[src/rtl/snn_input_ctrl_if.sv]
// Handshake bundle between the SNN input-frame controller, its UART source,
// the bit-addressed input memory and the layer-1 engine.
interface snn_input_ctrl_if #(
  parameter int BYTE_W = 8,
  parameter int ADDR_W = 10
);
  logic              rx_rdy;
  logic [BYTE_W-1:0] rx_data;
  logic              mem_we;
  logic [ADDR_W-1:0] mem_waddr;
  logic [BYTE_W-1:0] mem_wdata;
  logic [ADDR_W-1:0] mem_raddr;
  logic              mem_q;
  logic              bit_valid;
  logic              bit_ready;
  logic              bit_data;
  logic [ADDR_W-1:0] bit_idx;
  logic              frame_done;
  logic              done_ack;
  logic              busy;
  logic              overrun;

  modport master (
    input  rx_rdy, rx_data, mem_q, bit_ready, done_ack,
    output mem_we, mem_waddr, mem_wdata, mem_raddr, bit_valid, bit_data, bit_idx,
           frame_done, busy, overrun
  );

  modport slave (
    output rx_rdy, rx_data, mem_q, bit_ready, done_ack,
    input  mem_we, mem_waddr, mem_wdata, mem_raddr, bit_valid, bit_data, bit_idx,
           frame_done, busy, overrun
  );
endinterface

[src/rtl/snn_input_ctrl.sv]
// Input-frame controller: packs UART bytes into the 1-bit pixel memory, then
// streams the frame to the layer-1 engine through a 2-entry prefetch FIFO.
module snn_input_ctrl #(
  parameter int NUM_BITS = 784,
  parameter int BYTE_W   = 8,
  parameter int ADDR_W   = 10
) (
  input  logic            clk,
  input  logic            rst,
  snn_input_ctrl_if.master bus
);
  localparam int NUM_BYTES = NUM_BITS / BYTE_W;
  localparam int CNT_W     = $clog2(NUM_BYTES + 1);
  localparam logic [CNT_W-1:0]  LAST_BYTE = CNT_W'(NUM_BYTES - 1);
  localparam logic [ADDR_W:0]   END_PTR   = (ADDR_W+1)'(NUM_BITS);
  localparam logic [ADDR_W-1:0] LAST_IDX  = ADDR_W'(NUM_BITS - 1);
  localparam logic [ADDR_W-1:0] BYTE_STEP = ADDR_W'(BYTE_W);

  typedef enum logic [1:0] {LOAD, SCAN, DONE} state_t;

  state_t             state_q, state_d;
  logic [CNT_W-1:0]   byte_cnt_q;
  logic [ADDR_W:0]    rd_ptr_q;
  logic [ADDR_W-1:0]  raddr_q;
  logic               overrun_q;
  logic               vld_p1;
  logic [ADDR_W-1:0]  idx_p1;
  logic [1:0]         fifo_cnt_q;
  logic [1:0]         fifo_bit_q;
  logic [ADDR_W-1:0]  fifo_idx_q [2];

  logic       wr_en, bit_vld, pop, push, issue, last_pop;
  logic [1:0] occ, slot;

  always_comb begin
    wr_en    = bus.rx_rdy && (state_q == LOAD);
    bit_vld  = (state_q == SCAN) && (fifo_cnt_q != 2'd0);
    pop      = bit_vld && bus.bit_ready;
    push     = vld_p1;
    last_pop = pop && (fifo_idx_q[0] == LAST_IDX);
    occ      = fifo_cnt_q + {1'b0, vld_p1};
    slot     = fifo_cnt_q - {1'b0, pop};
    // an in-flight read already owns a FIFO slot, so count it as occupied
    issue    = (state_q == SCAN) && (rd_ptr_q < END_PTR) && (occ < (2'd2 + {1'b0, pop}));
  end

  always_comb begin
    state_d = state_q;
    case (state_q)
      LOAD:    if (wr_en && (byte_cnt_q == LAST_BYTE)) state_d = SCAN;
      SCAN:    if (last_pop) state_d = DONE;
      DONE:    if (bus.done_ack) state_d = LOAD;
      default: state_d = LOAD;
    endcase
  end

  always_ff @(posedge clk) begin
    if (rst) begin
      state_q    <= LOAD;
      byte_cnt_q <= '0;
      rd_ptr_q   <= '0;
      raddr_q    <= '0;
      overrun_q  <= 1'b0;
      vld_p1     <= 1'b0;
      fifo_cnt_q <= '0;
    end else begin
      state_q <= state_d;
      if (bus.rx_rdy && (state_q != LOAD)) overrun_q <= 1'b1;
      if (wr_en) byte_cnt_q <= byte_cnt_q + CNT_W'(1);
      if (issue) begin
        rd_ptr_q <= rd_ptr_q + (ADDR_W+1)'(1);
        raddr_q  <= rd_ptr_q[ADDR_W-1:0];
      end
      vld_p1     <= issue;
      fifo_cnt_q <= fifo_cnt_q + {1'b0, push} - {1'b0, pop};
      if ((state_q == DONE) && bus.done_ack) begin
        byte_cnt_q <= '0;
        rd_ptr_q   <= '0;
        fifo_cnt_q <= '0;
      end
    end
  end

  // ---- stage p1 -> FIFO: memory read data joins its index ----
  always_ff @(posedge clk) begin
    if (issue) idx_p1 <= rd_ptr_q[ADDR_W-1:0];
    if (pop) begin
      fifo_bit_q[0] <= fifo_bit_q[1];
      fifo_idx_q[0] <= fifo_idx_q[1];
    end
    if (push) begin
      if (slot == 2'd0) begin
        fifo_bit_q[0] <= bus.mem_q;
        fifo_idx_q[0] <= idx_p1;
      end else begin
        fifo_bit_q[1] <= bus.mem_q;
        fifo_idx_q[1] <= idx_p1;
      end
    end
  end

  assign bus.mem_we     = wr_en;
  assign bus.mem_waddr  = ADDR_W'(byte_cnt_q) * BYTE_STEP;
  assign bus.mem_wdata  = wr_en ? bus.rx_data : '0;
  assign bus.mem_raddr  = issue ? rd_ptr_q[ADDR_W-1:0] : raddr_q;
  assign bus.bit_valid  = bit_vld;
  assign bus.bit_data   = bit_vld & fifo_bit_q[0];
  assign bus.bit_idx    = bit_vld ? fifo_idx_q[0] : '0;
  assign bus.frame_done = (state_q == DONE);
  assign bus.busy       = (state_q != LOAD);
  assign bus.overrun    = overrun_q;
endmodule

[src/flat_wrapper.sv]
// flat-port wrapper written by rule: the top's interface ports become plain ports
module snn_input_ctrl_flat 
#(
  parameter int NUM_BITS = 784,
  parameter int BYTE_W   = 8,
  parameter int ADDR_W   = 10
)
  (clk, rst, bus_rx_rdy, bus_rx_data, bus_mem_q, bus_bit_ready, bus_done_ack, bus_mem_we, bus_mem_waddr, bus_mem_wdata, bus_mem_raddr, bus_bit_valid, bus_bit_data, bus_bit_idx, bus_frame_done, bus_busy, bus_overrun);
  snn_input_ctrl_if #(.BYTE_W(BYTE_W), .ADDR_W(ADDR_W)) bus_i ();
  input  logic clk;
  input  logic rst;
  input wire logic [$bits(bus_i.rx_rdy)-1:0] bus_rx_rdy;
  input wire logic [$bits(bus_i.rx_data)-1:0] bus_rx_data;
  input wire logic [$bits(bus_i.mem_q)-1:0] bus_mem_q;
  input wire logic [$bits(bus_i.bit_ready)-1:0] bus_bit_ready;
  input wire logic [$bits(bus_i.done_ack)-1:0] bus_done_ack;
  output wire logic [$bits(bus_i.mem_we)-1:0] bus_mem_we;
  output wire logic [$bits(bus_i.mem_waddr)-1:0] bus_mem_waddr;
  output wire logic [$bits(bus_i.mem_wdata)-1:0] bus_mem_wdata;
  output wire logic [$bits(bus_i.mem_raddr)-1:0] bus_mem_raddr;
  output wire logic [$bits(bus_i.bit_valid)-1:0] bus_bit_valid;
  output wire logic [$bits(bus_i.bit_data)-1:0] bus_bit_data;
  output wire logic [$bits(bus_i.bit_idx)-1:0] bus_bit_idx;
  output wire logic [$bits(bus_i.frame_done)-1:0] bus_frame_done;
  output wire logic [$bits(bus_i.busy)-1:0] bus_busy;
  output wire logic [$bits(bus_i.overrun)-1:0] bus_overrun;
  assign bus_i.rx_rdy = bus_rx_rdy;
  assign bus_i.rx_data = bus_rx_data;
  assign bus_i.mem_q = bus_mem_q;
  assign bus_i.bit_ready = bus_bit_ready;
  assign bus_i.done_ack = bus_done_ack;
  assign bus_mem_we = bus_i.mem_we;
  assign bus_mem_waddr = bus_i.mem_waddr;
  assign bus_mem_wdata = bus_i.mem_wdata;
  assign bus_mem_raddr = bus_i.mem_raddr;
  assign bus_bit_valid = bus_i.bit_valid;
  assign bus_bit_data = bus_i.bit_data;
  assign bus_bit_idx = bus_i.bit_idx;
  assign bus_frame_done = bus_i.frame_done;
  assign bus_busy = bus_i.busy;
  assign bus_overrun = bus_i.overrun;
  snn_input_ctrl #(.NUM_BITS(NUM_BITS), .BYTE_W(BYTE_W), .ADDR_W(ADDR_W)) u_core (.clk(clk), .rst(rst), .bus(bus_i));
endmodule
[config.mk]
export PLATFORM = sky130hd
export DESIGN_NAME = snn_input_ctrl_flat
export DESIGN_NICKNAME = d
export VERILOG_FILES = /design/src/rtl/snn_input_ctrl_if.sv /design/src/rtl/snn_input_ctrl.sv /design/src/flat_wrapper.sv
export SDC_FILE = /design/constraint.sdc
export NUM_CORES = 1
export LEC_CHECK = 0
export CAP_MARGIN = 20
export CORE_MARGIN = 1.5
export CORE_UTILIZATION = 50
export DETAILED_ROUTE_END_ITERATION = 7
export PLACE_DENSITY = 0.78
export SETUP_SLACK_MARGIN = 0.02
export SYNTH_ARGS = -nofsm -noshare
export SYNTH_HDL_FRONTEND = slang
export SYNTH_SLANG_ARGS = --single-unit
[constraint.sdc]
create_clock -name clk -period 8.35 [get_ports clk]
set_clock_uncertainty 0.1 [all_clocks]
set_input_delay 1.67 -clock clk [delete_from_list [all_inputs] [get_ports clk]]
set_output_delay 1.67 -clock clk [all_outputs]
set_load 0.05 [all_outputs]
==> results of run 1 <==
## final cells by class
| type | count | area [µm²] | share of cell area, % |
|---|---|---|---|
| tap | 72 | 90.1 | 2.51 |
| clock buffer | 12 | 145 | 4.04 |
| inverter | 6 | 22.5 | 0.627 |
| timing repair buffer | 54 | 541 | 15.1 |
| sequential | 66 | 1630 | 45.5 |
| clock inverter | 4 | 43.8 | 1.22 |
| multi-input combinational | 156 | 1120 | 31.1 |
## worst paths after layout
path / startpoint / end / slack [ps] / cells past startpoint
worst max-delay path: bus_bit_ready / bus_mem_raddr[9] / 1360 / 11
worst min-delay path: u_core.idx_p1[4]$_DFFE_PP_ / u_core.fifo_idx_q[0][14]$_DFFE_PP_ / 350 / 0
worst max register to register: u_core.state_q[1]$_SDFFE_PP0P_ / u_core.raddr_q[9]$_SDFF_PP0_ / 5280 / 10
worst min register to register: u_core.idx_p1[4]$_DFFE_PP_ / u_core.fifo_idx_q[0][14]$_DFFE_PP_ / 350 / 0
## placed cells by master, fill, tap and decap left out, drive strengths merged, types with 6 or more instances in the layout
master	Yosys	layout
clkdlybuf4s50	0	54
dfxtp	35	35
edfxtp	31	31
nor2	27	27
and2	23	23
mux2	20	20
clkbuf	6	12
nor2b	11	11
nand2	10	10
xnor2	8	8
xor2	7	7
inv	6	6
nand4	6	6
ha	6	6
nor4	6	6
## critical path: cells and delay by family
kind	cells	cell delay, ps
AOI/OAI and AO/OA	2	640
and+or+nand+nor	3	710
buffers and inverters	4	1790
adders and majority gates	2	400
## power by group through the flow
stage	clock (mW)	combinational (mW)	sequential [mW]
finish	0.256	0.0375	0.339
CTS	0.261	0.0379	0.339
global placement	0	0.0373	0.346
floorplan	0	0.0202	0.350
detailed placement	0	0.0378	0.346
global route	0.277	0.0398	0.339
## per-layer routing
layer  up-vias  wire length, µm
li1        934                -
met1       872             2300
met2        36             2520
met3         4              185
met4         0               56
met5         -                0
## through the flow
stage | instances | hold slack [ps] | setup WS [ps] | util [%]
after floorplan | 240 | 320 | 3100 | -
after global placement | 354 | 331 | 1380 | 62.1
after detailed placement | 354 | 340 | 1300 | 62.1
after CTS | 370 | 360 | 1300 | 65.6
after global routing | 370 | 375 | 989 | 65.6
final | 370 | 352 | 1360 | 65.6
## cells by family (layout without fill, tap and decap cells)
group / after synthesis / count (layout)
compound gates: 14 / 14
buf+inv: 18 / 76
xor+xnor: 15 / 15
mux: 20 / 20
flops: 66 / 66
fa+ha+maj: 6 / 6
other cells: 1 / 3
simple gates: 98 / 98
## registers in the layout (all words and copies together) (netlist names), 2 cells and up
signal / cells
u_core.fifo_idx_q: 20
u_core.byte_cnt_q: 7
u_core.idx_p1: 10
u_core.fifo_cnt_q: 2
u_core.rd_ptr_q: 11
u_core.state_q: 2
u_core.fifo_bit_q: 2
u_core.raddr_q: 10
## cell usage after synthesis (all sizes together)
master / count / share of area, %
a211oi: 3 / 0.80
a21o: 1 / 0.27
a21oi: 3 / 0.53
a311o: 1 / 0.35
a31oi: 1 / 0.22
a32oi: 1 / 0.31
and2: 23 / 5.1
and2b: 1 / 0.31
and3: 1 / 0.22
buf: 6 / 1.5
clkbuf: 6 / 0.80
conb: 1 / 0.13
dfxtp: 35 / 25
edfxtp: 31 / 33
ha: 6 / 2.7
inv: 6 / 0.80
mux2: 20 / 8.0
nand2: 10 / 1.3
nand3: 4 / 0.71
nand3b: 1 / 0.27
nand4: 6 / 1.3
nor2: 27 / 3.6
nor2b: 11 / 2.4
nor3: 1 / 0.18
nor3b: 1 / 0.44
nor4: 6 / 2.5
nor4b: 1 / 0.31
o211ai: 1 / 0.27
o21ai: 1 / 0.18
o22a: 2 / 0.71
or2: 2 / 0.44
or2b: 1 / 0.27
or4: 1 / 0.27
or4b: 1 / 0.49
xnor2: 8 / 2.5
xor2: 7 / 2.2
==> results.toml, run 1 <==
[global_routing]
grt_first_pass_wirelength_mm = 8.38
use_met3_pct = 5.00
top_usage_layer = "met2"
grtUsageMet1_pct = 22.3
grt_pass1_vias = 1825
grt_max_degree = 21
grt_usage_pct = 17.9
use_met2_pct = 29.5
antenna_found_initial = 0
grt_overflow = 0

[yosys]
synth_cell_types = 41
synthAdderAreaFrac_pct = 2.65
synth_top_family_by_area = "simple AND/OR/NAND/NOR gates"
synth_area_mm2 = 0.00283
yosysSeqAreaShare_pct = 57.7
ys_ff_latch = 66
synthCells = 238
synth_warnings = 0
syn_avg_cell_area_um2 = 11.9
synth_compound_area_share_pct = 3.63
synthMuxAreaShare_pct = 7.96
synth_xor_area_share_pct = 4.64
synthSimpleGateAreaFrac_pct = 20.2

[floorplan]
row_count = 27
die_w_um = 78.2
start_util_pct = 51.7
coreArea_mm2 = 0.00547
pin_count = 58
die_area_mm2 = 0.00612
die_h_um = 78.2

[timing]
report.final.slew_viol_count = 0
fin_crit_sh_pct = 83.7
fmax_mhz = 143
worstMarginPinSlew_ps = 915
max-slew-margin-rel_pct = 38.7
hold_violations = 0
grt_setup_unrepaired = "false"
fin_crit_ps = 6990
final-setup-viol-count = 0
setup_tns_ps = 0

[status]
status = "complete, no violations"

[cts]
insertion_delay_ps = 330
ctsHoldBuffers = 0
clk_path_buf_depth = 2
clockRootBuffer = "clkbuf_8"
tritoncts = "done"
clkTransAtPathRegs_ps = 70
ctsResizeCount = 0
cts_buffers = 9
htreeDepth = 3
clkSinkCount = 66
postCtsSetupBuffers = 0

[route]
drt_drc_violations_left = 0
drt_iter0_drc = 86
wl_mm = 5.07
vias = 1846
dr.pass1.iters = 4
wl_per_cell_um = 13.7
ant_nets = 0
viasPerCell = 4.99

[setup_path]
startpoint_type = "primary input"
cp_max_fo = 14
cp_slowest_cell = "clkdlybuf4s50_1"
cp_cell_sequence = "clkdlybuf4s50_1 -> nand3b_1 -> nor2_1 -> ha_1 -> inv_1 -> ha_1 -> nor4b_1 -> o21ai_1 -> inv_1 -> o22a_2 -> clkdlybuf4s50_1"
slowest_delay_ps = 800
worstPathRequired_ps = 6580
crit_type = "in -> out"
worst_setup_path_end_kind = "output port"
critPathArrivalTime_ps = 5220

[flow_run]
cap_viol_max_count = 0

[final_layout]
fin_nets = 313
drive_gt1_share_pct = 12.8
final_area_mm2 = 0.00359
n_fill_cell = 449
syn2layout_area_growth_pct = 26.9
diodes = 0

[power_and_ir_drop]
p_int_uw = 496
power.density_mw_per_mm2 = 176
swShare_pct = 21.6
power.leakage_nw = 1.30
totalPowerFinal_uw = 632
vdd_drop_max_uv = 135
switchingPower_uw = 137
p_seq_share_pct = 53.6
p_comb_share_pct = 5.9
clkPwrFrac_pct = 40.5

[placement]
placed_cell_area_mm2 = 0.00340
port_buffers = 54
hpwlAfterDp_mm = 3.63
place.gp.congestion = 0.825

[min_path]
hold_class = "reg -> reg"
Power figures use the tool's default switching activity.
==> run 2: changes to the inputs <==
--- a/config.mk
+++ b/config.mk
@@ -7,9 +7,9 @@
 export LEC_CHECK = 0
 export CAP_MARGIN = 20
 export CORE_MARGIN = 1.5
-export CORE_UTILIZATION = 50
+export CORE_UTILIZATION = 46
 export DETAILED_ROUTE_END_ITERATION = 7
-export PLACE_DENSITY = 0.78
+export PLACE_DENSITY = 0.76
 export SETUP_SLACK_MARGIN = 0.02
 export SYNTH_ARGS = -nofsm -noshare
 export SYNTH_HDL_FRONTEND = slang
==> constraint.sdc (replaced) <==
create_clock -name clk -period 6.4 [get_ports clk]
set_clock_uncertainty 0.1 [all_clocks]
set_input_delay 1.28 -clock clk [delete_from_list [all_inputs] [get_ports clk]]
set_output_delay 1.28 -clock clk [all_outputs]
set_load 0.05 [all_outputs]
==> run 2 against run 1 <==
Final cell count up 1.1%. Non-clock buffer count up 1. Count of clock-buffer cells in the layout is the same. Register-to-register slack got worse by 1900 ps. Setup slack got worse by 820 ps. Sequential power grew 30%. Clock power increased by 74%. Total power increased by 48%. Largest cell class unchanged.
==> results.toml, run 2 (synthesis gave the netlist of run 1 again) <==
[cts]
clockRootBuffer = "clkbuf_8"
cts_buffers = 9
htreeDepth = 3
postCtsSetupBuffers = 0
insertion_delay_ps = 330
clk_path_buf_depth = 2
ctsResizeCount = 0
ctsHoldBuffers = 0
clkTransAtPathRegs_ps = 70
tritoncts = "done"
clkSinkCount = 66

[global_routing]
antenna_found_initial = 0
grt_max_degree = 21
grt_overflow = 0
grt_first_pass_wirelength_mm = 8.14
grt_pass1_vias = 1724
grt_usage_pct = 17.1

[setup_path]
worstPathRequired_ps = 5020
cp_max_fo = 11
worst_setup_path_end_kind = "output port"
crit_type = "in -> out"
startpoint_type = "primary input"
critPathArrivalTime_ps = 4480

[final_layout]
fin_nets = 314
largest_reg_flops = 20
syn2layout_area_growth_pct = 29.7
final_area_mm2 = 0.00367
drive_gt1_share_pct = 14.4
diodes = 0
layout_common_cells = "clkdlybuf4s50_1 (52), dfxtp_1 (35), edfxtp_1 (31), nor2_1 (27), and2_1 (23)"
final_common_cell = "clkdlybuf4s50_1"
top_regs = "u_core.fifo_idx_q x20, u_core.rd_ptr_q x11"
post-route-util_pct = 62.0
fin_cells = 374
largest_register = "u_core.fifo_idx_q"

[placement]
port_buffers = 54
dpl.cell_count = 358
placed_cell_area_mm2 = 0.00341
hpwlAfterDp_mm = 3.55
place.gp.congestion = 0.778

[route]
vias = 1891
wl_mm = 5.06
drt_drc_violations_left = 0
wl_per_cell_um = 13.5
dr.pass1.iters = 4
viasPerCell = 5.06
drt_iter0_drc = 69
ant_nets = 0

[status]
status = "complete, no violations"

[floorplan]
row_count = 28
die_w_um = 81.4
coreArea_mm2 = 0.00592
die_area_mm2 = 0.00663
die_h_um = 81.4
start_util_pct = 47.8
pin_count = 58

[timing]
worstMarginPinSlew_ps = 1020
fin_crit_sh_pct = 91.6
max-slew-margin-rel_pct = 31.3
fmax_mhz = 171
setup_tns_ps = 0
final-setup-viol-count = 0
fin_crit_ps = 5860
grt_setup_unrepaired = "false"
report.final.slew_viol_count = 0
hold_violations = 0

[power_and_ir_drop]
vdd_drop_max_uv = 203
power.leakage_nw = 1.35
power.density_mw_per_mm2 = 255

[min_path]
hold_class = "reg -> reg"

[flow_run]
cap_viol_max_count = 0
run 2: cell types whose count changed in the layout (fill, tap and decap cells not counted), sizes merged:
cell / change
buf: +3
clkinv: -2
clkdlybuf4s50: -2
bufinv: +2
run 2: path summary, 6_finish.rpt:
kind,start,to,slack [ps],cells after the start
worst max-delay path,bus_bit_ready,bus_mem_raddr[4],540,10
worst min-delay path,u_core.rd_ptr_q[10]$_SDFFE_PP0P_,u_core.rd_ptr_q[10]$_SDFFE_PP0P_,350,2
worst max register to register,u_core.state_q[1]$_SDFFE_PP0P_,u_core.rd_ptr_q[0]$_SDFFE_PP0P_,3430,11
worst min register to register,u_core.rd_ptr_q[10]$_SDFFE_PP0P_,u_core.rd_ptr_q[10]$_SDFFE_PP0P_,350,2
run 2: worst max-delay path: stages:
cell	delay, ps
clkdlybuf4s50_1	450
nand3b_1	90
nor2_1	280
ha_1	210
inv_1	40
ha_1	190
nor4b_1	320
o21ai_1	440
mux2_1	470
clkdlybuf4s50_1	710
run 2: cell type report:
class	instances	area (µm²)
fill	499	2250
sequential	66	1630
multi-input combinational	156	1120
timing repair buffer	55	543
clock buffer	12	166
clock inverter	4	95.1
tap	75	93.8
inverter	6	22.5
run 2: metrics by stage:
step	power, mW	hold WS, ps	worst slack, ps
floorplan	0.483	320	1930
global placement	0.500	330	577
detailed placement	0.501	339	498
CTS	0.947	349	495
global route	0.966	363	275
finish	0.936	349	540
run 2: layer usage:
| metal | up-vias | wire length [µm] | part of all wire (%) | GRT usage [%] |
|---|---|---|---|---|
| met5 | - | 0 | 0 | 0 |
| met2 | 51 | 2560 | 51 | 27.1 |
| met4 | 0 | 57 | 1.1 | 9.48 |
| met3 | 4 | 222 | 4.4 | 5.00 |
| li1 | 931 | - | - | - |
| met1 | 905 | 2220 | 44 | 20.8 |
run 2: power breakdown:
group	internal (mW)	switching [mW]	total (mW)
registers	0.440	0.00211	0.442
logic	0.0188	0.0302	0.0490
clock network	0.293	0.153	0.445
total	0.751	0.185	0.936
